$ cat config.mk
export PLATFORM = sky130hd
export DESIGN_NAME = iob_vexriscv_mem_arbiter_flat
export DESIGN_NICKNAME = d
export VERILOG_FILES = /design/src/rtl/iob_vexriscv_mem_arbiter_pkg.sv /design/src/rtl/iob_vexriscv_mem_arbiter_if.sv /design/src/rtl/iob_reg_re.sv /design/src/rtl/iob_vexriscv_owner_fifo.sv /design/src/rtl/iob_vexriscv_mem_arbiter.sv /design/src/flat_wrapper.sv
export SDC_FILE = /design/constraint.sdc
export NUM_CORES = 1
export LEC_CHECK = 0
export ABC_AREA = 0
export CORE_AREA = 2 2 120 122
export DETAILED_ROUTE_END_ITERATION = 16
export DIE_AREA = 0 0 122 124
export GPL_TIMING_DRIVEN = 0
export PLACE_DENSITY = 0.61
export REMOVE_ABC_BUFFERS = 1
export SYNTH_ARGS = -nofsm -noshare
export SYNTH_HDL_FRONTEND = slang
export SYNTH_SLANG_ARGS = --single-unit
$ cat constraint.sdc
create_clock -name clk_i -period 6.5 [get_ports clk_i]
set_clock_uncertainty 0.2 [all_clocks]
set_input_delay 1.625 -clock clk_i [delete_from_list [all_inputs] [get_ports clk_i]]
set_output_delay 1.625 -clock clk_i [all_outputs]
set_load 0.05 [all_outputs]
$ cat src/rtl/iob_vexriscv_mem_arbiter_pkg.sv
// rtl/iob_vexriscv_mem_arbiter_pkg.sv - shared encodings for the VexRiscv memory arbiter
// Purpose: owner IDs, lock state encoding and owner FIFO depth derivation.
// Ports: none (package).
package iob_vexriscv_mem_arbiter_pkg;

  localparam logic IBUS_ID = 1'b0;
  localparam logic DBUS_ID = 1'b1;

  typedef enum logic {
    UNLOCKED = 1'b0,
    LOCKED   = 1'b1
  } lock_state_t;

  function automatic int owner_fifo_depth(input int outst_w);
    return 1 << outst_w;
  endfunction

endpackage

$ cat src/rtl/iob_vexriscv_mem_arbiter_if.sv
// rtl/iob_vexriscv_mem_arbiter_if.sv - IOb native memory port bundle
// Purpose: one IOb request/response port.
// Signals: avalid/addr/wdata/wstrb (request), rdata/rvalid/ready (response).
// Modports: master drives the request, slave drives the response.
interface iob_vexriscv_mem_arbiter_if #(
  parameter int ADDR_W = 32,
  parameter int DATA_W = 32
);
  logic                  avalid;
  logic [ADDR_W-1:0]     addr;
  logic [DATA_W-1:0]     wdata;
  logic [DATA_W/8-1:0]   wstrb;
  logic [DATA_W-1:0]     rdata;
  logic                  rvalid;
  logic                  ready;

  modport master (output avalid, addr, wdata, wstrb, input rdata, rvalid, ready);
  modport slave  (input avalid, addr, wdata, wstrb, output rdata, rvalid, ready);
endinterface

$ cat src/rtl/iob_reg_re.sv
// rtl/iob_reg_re.sv - register with async reset, clock enable, sync reset and enable
// Ports: clk_i, cke_i, arst_i (async, active-high), rst_i (sync), en_i, data_i, data_o.
module iob_reg_re #(
  parameter int                DATA_W  = 1,
  parameter logic [DATA_W-1:0] RST_VAL = '0
) (
  input  logic              clk_i,
  input  logic              cke_i,
  input  logic              arst_i,
  input  logic              rst_i,
  input  logic              en_i,
  input  logic [DATA_W-1:0] data_i,
  output logic [DATA_W-1:0] data_o
);

  always_ff @(posedge clk_i or posedge arst_i) begin
    if (arst_i) begin
      data_o <= RST_VAL;
    end else if (cke_i) begin
      if (rst_i) begin
        data_o <= RST_VAL;
      end else if (en_i) begin
        data_o <= data_i;
      end
    end
  end

endmodule

$ cat src/rtl/iob_vexriscv_owner_fifo.sv
// rtl/iob_vexriscv_owner_fifo.sv - 1-bit owner FIFO for outstanding reads
// Purpose: remembers which requester issued each outstanding read, in order.
// Ports: clk_i, cke_i, arst_i; push_i/data_i (write side); pop_i/data_o (head);
//        full_o, empty_o, count_o (OUTST_W+1 bits). Depth is 2**OUTST_W.
module iob_vexriscv_owner_fifo
  import iob_vexriscv_mem_arbiter_pkg::*;
#(
  parameter int OUTST_W = 1
) (
  input  logic             clk_i,
  input  logic             cke_i,
  input  logic             arst_i,
  input  logic             push_i,
  input  logic             data_i,
  input  logic             pop_i,
  output logic             data_o,
  output logic             full_o,
  output logic             empty_o,
  output logic [OUTST_W:0] count_o
);

  localparam int DEPTH = owner_fifo_depth(OUTST_W);

  logic [OUTST_W-1:0] wptr, rptr, wptr_nxt, rptr_nxt;
  logic [OUTST_W:0]   count_nxt;
  logic [DEPTH-1:0]   mem;
  logic               do_push, do_pop;

  assign full_o  = (count_o == (OUTST_W+1)'(DEPTH));
  assign empty_o = (count_o == '0);
  assign do_push = push_i & ~full_o;
  assign do_pop  = pop_i & ~empty_o;
  assign data_o  = mem[rptr];

  // Pointers wrap naturally since depth is a power of two.
  assign wptr_nxt  = wptr + OUTST_W'(1);
  assign rptr_nxt  = rptr + OUTST_W'(1);
  assign count_nxt = count_o + (OUTST_W+1)'(do_push) - (OUTST_W+1)'(do_pop);

  iob_reg_re #(.DATA_W(OUTST_W)) wptr_reg (
    .clk_i(clk_i), .cke_i(cke_i), .arst_i(arst_i), .rst_i(1'b0),
    .en_i(do_push), .data_i(wptr_nxt), .data_o(wptr)
  );

  iob_reg_re #(.DATA_W(OUTST_W)) rptr_reg (
    .clk_i(clk_i), .cke_i(cke_i), .arst_i(arst_i), .rst_i(1'b0),
    .en_i(do_pop), .data_i(rptr_nxt), .data_o(rptr)
  );

  iob_reg_re #(.DATA_W(OUTST_W+1)) count_reg (
    .clk_i(clk_i), .cke_i(cke_i), .arst_i(arst_i), .rst_i(1'b0),
    .en_i(do_push ^ do_pop), .data_i(count_nxt), .data_o(count_o)
  );

  genvar i;
  generate
    for (i = 0; i < DEPTH; i++) begin : g_slot
      iob_reg_re #(.DATA_W(1)) slot_reg (
        .clk_i(clk_i), .cke_i(cke_i), .arst_i(arst_i), .rst_i(1'b0),
        .en_i(do_push && (wptr == OUTST_W'(i))), .data_i(data_i), .data_o(mem[i])
      );
    end
  endgenerate

endmodule

$ cat src/rtl/iob_vexriscv_mem_arbiter.sv
// rtl/iob_vexriscv_mem_arbiter.sv - shares one IOb memory port between VexRiscv ibus and dbus
// Purpose: combinational arbitration with grant lock until acceptance, in-order
//          read response routing through an owner FIFO.
// Ports: clk_i, cke_i (clock enable), arst_i (async, active-high);
//        ibus, dbus (slave modports, requesters); m (master modport, memory);
//        err_o (sticky: response arrived with no outstanding read).
// Build option: IOB_VEXRISCV_ARB_RR_EN selects round-robin instead of dbus-first priority.
module iob_vexriscv_mem_arbiter
  import iob_vexriscv_mem_arbiter_pkg::*;
#(
  parameter int ADDR_W  = 32,
  parameter int DATA_W  = 32,
  parameter int OUTST_W = 1
) (
  input  logic                         clk_i,
  input  logic                         cke_i,
  input  logic                         arst_i,
  iob_vexriscv_mem_arbiter_if.slave    ibus,
  iob_vexriscv_mem_arbiter_if.slave    dbus,
  iob_vexriscv_mem_arbiter_if.master   m,
  output logic                         err_o
);

  localparam int DEPTH = owner_fifo_depth(OUTST_W);

  lock_state_t         lock_r, lock_nxt;
  logic                gnt_r, gnt_nxt, gnt, rr_pick;
  logic                sel_avalid, sel_read, blocked, accept, can_lock;
  logic [ADDR_W-1:0]   sel_addr;
  logic [DATA_W-1:0]   sel_wdata;
  logic [DATA_W/8-1:0] sel_wstrb;
  logic                fifo_full, fifo_empty, fifo_head;
  logic [OUTST_W:0]    fifo_count;

`ifdef IOB_VEXRISCV_ARB_RR_EN
  logic last_r;
  assign rr_pick = ~last_r;

  iob_reg_re #(.DATA_W(1), .RST_VAL(IBUS_ID)) last_reg (
    .clk_i(clk_i), .cke_i(cke_i), .arst_i(arst_i), .rst_i(1'b0),
    .en_i(accept), .data_i(gnt), .data_o(last_r)
  );
`else
  assign rr_pick = DBUS_ID;
`endif

  // While locked the stored winner keeps the port even if the other side requests.
  always_comb begin
    gnt = IBUS_ID;
    if (lock_r == LOCKED) begin
      gnt = gnt_r;
    end else if (ibus.avalid && dbus.avalid) begin
      gnt = rr_pick;
    end else if (dbus.avalid) begin
      gnt = DBUS_ID;
    end
  end

  assign sel_avalid = (gnt == DBUS_ID) ? dbus.avalid : ibus.avalid;
  assign sel_addr   = (gnt == DBUS_ID) ? dbus.addr   : ibus.addr;
  assign sel_wdata  = (gnt == DBUS_ID) ? dbus.wdata  : ibus.wdata;
  assign sel_wstrb  = (gnt == DBUS_ID) ? dbus.wstrb  : ibus.wstrb;

  // A read with no free owner slot is held back; writes need no slot.
  assign sel_read = sel_avalid & (sel_wstrb == '0);
  assign blocked  = sel_read & fifo_full;
  assign accept   = sel_avalid & ~blocked & m.ready;
  assign can_lock = (fifo_count < (OUTST_W+1)'(DEPTH));

  assign m.avalid = sel_avalid & ~blocked;
  assign m.addr   = sel_avalid ? sel_addr  : '0;
  assign m.wdata  = sel_avalid ? sel_wdata : '0;
  assign m.wstrb  = sel_avalid ? sel_wstrb : '0;

  assign ibus.ready = accept & (gnt == IBUS_ID);
  assign dbus.ready = accept & (gnt == DBUS_ID);

  assign ibus.rdata  = m.rdata;
  assign dbus.rdata  = m.rdata;
  assign ibus.rvalid = m.rvalid & ~fifo_empty & (fifo_head == IBUS_ID);
  assign dbus.rvalid = m.rvalid & ~fifo_empty & (fifo_head == DBUS_ID);

  always_ff @(posedge clk_i or posedge arst_i) begin
    if (arst_i) begin
      lock_r <= UNLOCKED;
      gnt_r  <= IBUS_ID;
    end else if (cke_i) begin
      lock_r <= lock_nxt;
      gnt_r  <= gnt_nxt;
    end
  end

  // Dropping avalid while locked is a protocol violation; release rather than hang.
  always_comb begin
    lock_nxt = lock_r;
    gnt_nxt  = gnt_r;
    case (lock_r)
      UNLOCKED: begin
        if (sel_avalid && !m.ready && can_lock) begin
          lock_nxt = LOCKED;
          gnt_nxt  = gnt;
        end
      end
      LOCKED: begin
        if (accept || !sel_avalid) begin
          lock_nxt = UNLOCKED;
        end
      end
    endcase
  end

  iob_vexriscv_owner_fifo #(.OUTST_W(OUTST_W)) owner_fifo (
    .clk_i(clk_i), .cke_i(cke_i), .arst_i(arst_i),
    .push_i(accept & sel_read), .data_i(gnt),
    .pop_i(m.rvalid), .data_o(fifo_head),
    .full_o(fifo_full), .empty_o(fifo_empty), .count_o(fifo_count)
  );

  iob_reg_re #(.DATA_W(1)) err_reg (
    .clk_i(clk_i), .cke_i(cke_i), .arst_i(arst_i), .rst_i(1'b0),
    .en_i(m.rvalid & fifo_empty), .data_i(1'b1), .data_o(err_o)
  );

endmodule

$ cat src/flat_wrapper.sv
// flat-port wrapper written by rule: the top's interface ports become plain ports
module iob_vexriscv_mem_arbiter_flat import iob_vexriscv_mem_arbiter_pkg::*;
#(
  parameter int ADDR_W  = 32,
  parameter int DATA_W  = 32,
  parameter int OUTST_W = 1
)
  (clk_i, cke_i, arst_i, err_o, ibus_avalid, ibus_addr, ibus_wdata, ibus_wstrb, ibus_rdata, ibus_rvalid, ibus_ready, dbus_avalid, dbus_addr, dbus_wdata, dbus_wstrb, dbus_rdata, dbus_rvalid, dbus_ready, m_avalid, m_addr, m_wdata, m_wstrb, m_rdata, m_rvalid, m_ready);
  iob_vexriscv_mem_arbiter_if #(.ADDR_W(ADDR_W), .DATA_W(DATA_W)) ibus_i ();
  iob_vexriscv_mem_arbiter_if #(.ADDR_W(ADDR_W), .DATA_W(DATA_W)) dbus_i ();
  iob_vexriscv_mem_arbiter_if #(.ADDR_W(ADDR_W), .DATA_W(DATA_W)) m_i ();
  input  logic clk_i;
  input  logic cke_i;
  input  logic arst_i;
  output logic err_o;
  input wire logic [$bits(ibus_i.avalid)-1:0] ibus_avalid;
  input wire logic [$bits(ibus_i.addr)-1:0] ibus_addr;
  input wire logic [$bits(ibus_i.wdata)-1:0] ibus_wdata;
  input wire logic [$bits(ibus_i.wstrb)-1:0] ibus_wstrb;
  output wire logic [$bits(ibus_i.rdata)-1:0] ibus_rdata;
  output wire logic [$bits(ibus_i.rvalid)-1:0] ibus_rvalid;
  output wire logic [$bits(ibus_i.ready)-1:0] ibus_ready;
  input wire logic [$bits(dbus_i.avalid)-1:0] dbus_avalid;
  input wire logic [$bits(dbus_i.addr)-1:0] dbus_addr;
  input wire logic [$bits(dbus_i.wdata)-1:0] dbus_wdata;
  input wire logic [$bits(dbus_i.wstrb)-1:0] dbus_wstrb;
  output wire logic [$bits(dbus_i.rdata)-1:0] dbus_rdata;
  output wire logic [$bits(dbus_i.rvalid)-1:0] dbus_rvalid;
  output wire logic [$bits(dbus_i.ready)-1:0] dbus_ready;
  output wire logic [$bits(m_i.avalid)-1:0] m_avalid;
  output wire logic [$bits(m_i.addr)-1:0] m_addr;
  output wire logic [$bits(m_i.wdata)-1:0] m_wdata;
  output wire logic [$bits(m_i.wstrb)-1:0] m_wstrb;
  input wire logic [$bits(m_i.rdata)-1:0] m_rdata;
  input wire logic [$bits(m_i.rvalid)-1:0] m_rvalid;
  input wire logic [$bits(m_i.ready)-1:0] m_ready;
  assign ibus_i.avalid = ibus_avalid;
  assign ibus_i.addr = ibus_addr;
  assign ibus_i.wdata = ibus_wdata;
  assign ibus_i.wstrb = ibus_wstrb;
  assign ibus_rdata = ibus_i.rdata;
  assign ibus_rvalid = ibus_i.rvalid;
  assign ibus_ready = ibus_i.ready;
  assign dbus_i.avalid = dbus_avalid;
  assign dbus_i.addr = dbus_addr;
  assign dbus_i.wdata = dbus_wdata;
  assign dbus_i.wstrb = dbus_wstrb;
  assign dbus_rdata = dbus_i.rdata;
  assign dbus_rvalid = dbus_i.rvalid;
  assign dbus_ready = dbus_i.ready;
  assign m_avalid = m_i.avalid;
  assign m_addr = m_i.addr;
  assign m_wdata = m_i.wdata;
  assign m_wstrb = m_i.wstrb;
  assign m_i.rdata = m_rdata;
  assign m_i.rvalid = m_rvalid;
  assign m_i.ready = m_ready;
  iob_vexriscv_mem_arbiter #(.ADDR_W(ADDR_W), .DATA_W(DATA_W), .OUTST_W(OUTST_W)) u_core (.clk_i(clk_i), .cke_i(cke_i), .arst_i(arst_i), .ibus(ibus_i), .dbus(dbus_i), .m(m_i), .err_o(err_o));
endmodule
==> out/summary.json <==
{
  "p_int": {"value": 0.440, "unit": "mW"},
  "netSwitchingFraction": {"value": 54.3, "unit": "%"},
  "synth.ff_latch_count": {"value": 9},
  "crit_required": {"value": 4680, "unit": "ps"},
  "mostFrequentLayoutCell": {"value": "clkdlybuf4s50_1"},
  "fin_worst_hold_slack": {"value": 264, "unit": "ps"},
  "die_x": {"value": 122, "unit": "um"},
  "clkSinkCount": {"value": 9},
  "max-cap-violations": {"value": 0},
  "grt_max_degree": {"value": 71},
  "vias_in_the_first_global_route": {"value": 2622},
  "synth.yosys.warnings": {"value": 0},
  "route.antenna.remaining_nets": {"value": 0},
  "per_cell_routed_wire_length": {"value": 18.3, "unit": "um"},
  "synth_seq_area_share": {"value": 11.2, "unit": "%"},
  "comb_power_share": {"value": 80.5, "unit": "%"},
  "synthTopCellsByArea": {"value": "nand2_1, buf_4, a21oi_1"},
  "synth.distinct_cells": {"value": 30},
  "worst_setup_path_start_kind": {"value": "primary input"},
  "post-synth-top-area-cell": {"value": "nand2_1"},
  "leakagePower": {"value": 1.61, "unit": "nW"},
  "post-route-util": {"value": 29.5, "unit": "%"},
  "firstDrtPassIters": {"value": 4},
  "post_synth_design_cell_area": {"value": 0.00201, "unit": "mm2"},
  "areaGrowthSynthToFinish": {"value": 101, "unit": "%"},
  "post_place_cells": {"value": 663},
  "die_height": {"value": 124, "unit": "um"},
  "min_period_over_period": {"value": 95.0, "unit": "%"},
  "die_area": {"value": 0.0151, "unit": "mm2"},
  "fmaxAchievable": {"value": 0.162, "unit": "GHz"},
  "power.density": {"value": 238, "unit": "mW/mm2"},
  "ctsLongestPathBuffers": {"value": 2},
  "critPathKind": {"value": "primary input to primary output"},
  "post-route-worst-setup-slack": {"value": 327, "unit": "ps"},
  "switching_power": {"value": 0.522, "unit": "mW"},
  "clock_transition_at_the_registers_of_the_reported_paths": {"value": 40, "unit": "ps"},
  "pwr-share-seq": {"value": 8.2, "unit": "%"},
  "crit_path_end_kind": {"value": "primary output"},
  "pre_cts_ws": {"value": -68.2, "unit": "ps"},
  "detailroute.via_count": {"value": 2796},
  "synth_cells": {"value": 350},
  "post_synth.cell_area_avg": {"value": 5.74, "unit": "um2"},
  "number_of_antenna_violations_at_the_first_check_in_global_routing": {"value": 0},
  "detail_route.drc_violations": {"value": 0},
  "slowest_delay": {"value": 810, "unit": "ps"},
  "layout.cells.non_filler": {"value": 668},
  "ctsHtreeMaxLevel": {"value": 1},
  "drt-initial-drc-count": {"value": 129},
  "worst-path-max-fanout": {"value": 29},
  "tightestPinTransition": {"value": 779, "unit": "ps"},
  "grt.total_usage": {"value": 14.3, "unit": "%"},
  "crit_path_cell_trace": {"value": "clkdlybuf4s50_1 -> mux2i_4 -> buf_16 -> mux2i_1 -> nor2_1 -> nor2_1 -> and3_1 -> clkdlybuf4s50_1"},
  "ios": {"value": 313},
  "arrival": {"value": 4350, "unit": "ps"},
  "clock_root_cell": {"value": "clkbuf_16"},
  "hpwlAfterDp": {"value": 10000, "unit": "um"},
  "final_cell_mix": {"value": "clkdlybuf4s50_1, nand2_1, a21oi_1, dfrtp_1"},
  "holdCritPathClass": {"value": "register to register"},
  "detail_route.wirelength": {"value": 12200, "unit": "um"},
  "tritoncts_clock_tree": {"value": "done"},
  "nets": {"value": 666},
  "report.final.hold_viol_count": {"value": 0},
  "final_estimated_routing_congestion_in_global_placement": {"value": 0.765},
  "core": {"value": 0.0137, "unit": "mm2"},
  "initial_utilization": {"value": 14.6, "unit": "%"},
  "power.share.clock": {"value": 11.3, "unit": "%"},
  "fin_crit": {"value": 6170, "unit": "ps"},
  "insertedDiodeCount": {"value": 0},
  "num_rows": {"value": 43},
  "setup_violations": {"value": 0},
  "critPathSlowestCell": {"value": "clkdlybuf4s50_1"},
  "cts-buffers-inserted": {"value": 3},
  "globalRouteOverflowTotal": {"value": 0},
  "grt_setup_unrepaired": {"value": "false"},
  "wire_length_of_the_first_global_routing_pass": {"value": 16200, "unit": "um"},
  "run_status": {"value": "finished clean"},
  "insertion_delay": {"value": 230, "unit": "ps"},
  "route.detailed.vias_per_inst": {"value": 4.19},
  "slew-limit-headroom": {"value": 48.0, "unit": "%"},
  "portBuffers": {"value": 216},
  "timing.final.max_slew_violations": {"value": 0},
  "fraction_of_layout_instances_using_a_drive_strength_above_1": {"value": 3.07, "unit": "%"},
  "netlist.area_leader.share": {"value": 26.3, "unit": "%"},
  "ir_drop": {"value": 0.180, "unit": "mV"}
}
==> final timing paths <==
path | slack (ps) | depth (start not counted) | startpoint | endpoint
hold / removal | 260 | 1 | u_core.err_reg.data_o | u_core.err_reg.data_o
hold reg to reg | 260 | 1 | u_core.err_reg.data_o | u_core.err_reg.data_o
setup / recovery | 330 | 8 | dbus_avalid | ibus_ready
setup reg to reg | 3600 | 9 | u_core.gnt_r | u_core.owner_fifo.count_reg.data_o[1]
max in group asynchronous | 4370 | 2 | arst_i | u_core.owner_fifo.g_slot[1].slot_reg.data_o
min in group asynchronous | 1460 | 2 | arst_i | u_core.gnt_r
==> per-layer routing <==
layer / global-route usage [%] / vias to the layer above / wire length, um
li1: - / 1345 / -
met1: 16.0 / 1240 / 4750
met2: 21.5 / 205 / 5150
met3: 12.1 / 4 / 2280
met4: 0.647 / 2 / 4
met5: 5.56 / - / 61
==> state kept, by name, indices dropped and copies added (netlist names) <==
signal / flops
u_core.owner_fifo.g_slot.slot_reg.data_o: 2
u_core.err_reg.data_o: 1
u_core.lock_r: 1
u_core.gnt_r: 1
u_core.owner_fifo.rptr_reg.data_o: 1
u_core.owner_fifo.count_reg.data_o: 2
u_core.owner_fifo.wptr_reg.data_o: 1
==> synth_stat cells <==
| cell type | n |
|---|---|
| inv_1 | 5 |
| o21ai_0 | 1 |
| mux2_1 | 1 |
| nand3_1 | 2 |
| and3_1 | 2 |
| mux2i_4 | 1 |
| nand3b_1 | 1 |
| o22ai_1 | 2 |
| xor2_1 | 2 |
| xnor2_1 | 2 |
| nor4_1 | 2 |
| a22o_1 | 1 |
| mux2_2 | 3 |
| dfrtp_1 | 9 |
| clkbuf_1 | 21 |
| a31oi_1 | 1 |
| nor3b_1 | 1 |
| a41oi_1 | 1 |
| a31o_2 | 1 |
| and2_1 | 1 |
| ha_1 | 2 |
| buf_2 | 2 |
| nor2_1 | 5 |
| nand2_1 | 141 |
| nand2b_1 | 1 |
| nor3_4 | 1 |
| buf_4 | 64 |
| mux2i_1 | 4 |
| nor2b_1 | 1 |
| a21oi_1 | 69 |
==> worst max-delay path: cells and delay by family <==
kind          cells  cell delay, ps
buf+inv           3            1560
mux               2             650
simple gates      3             500
==> cells by family (layout without fill, tap and decap cells) <==
logic type,Yosys count,in the layout,synth area share (%)
simple gates,158,158,31.5
mux,9,9,5.35
fa+ha+maj,2,2,1.25
xor+xnor,4,4,1.74
flops,9,9,11.2
compound gates,76,76,19.7
buf+inv,92,230,29.3
==> metrics by stage <==
stage                     setup TNS (ps)  instance area [um2]  power [mW]
after floorplan                   -61620                 1440       0.531
after global placement           -211010                 3830       0.829
after detailed placement            -438                 3950       0.856
after CTS                              0                 4040       0.970
after global routing                   0                 4040        1.02
final                                  0                 4040       0.963
==> area by class of cell <==
type | instances | area [um2]
Clock buffer | 4 | 78.8
Inverter | 5 | 18.8
Sequential cell | 9 | 225
Fill cell | 1470 | 9680
Multi-Input combinational cell | 249 | 1210
Tap cell | 180 | 225
Timing Repair Buffer | 221 | 2280
==> timing repair <==
item,4_1_cts,5_1_grt
resized for setup,1,0
setup buffers,1,0
endpoints found under the setup margin,15,0
hold buffers,0,0
==> power by group through the flow <==
stage	Clock (mW)	Combinational (mW)	Sequential [mW]
2_1_floorplan	0	0.455	0.0767
3_3_place_gp	0	0.750	0.0786
3_5_place_dp	0	0.777	0.0792
4_1_cts	0.110	0.781	0.0785
5_1_grt	0.114	0.821	0.0805
6_report	0.109	0.775	0.0788
(Power assumes the default switching activity.)
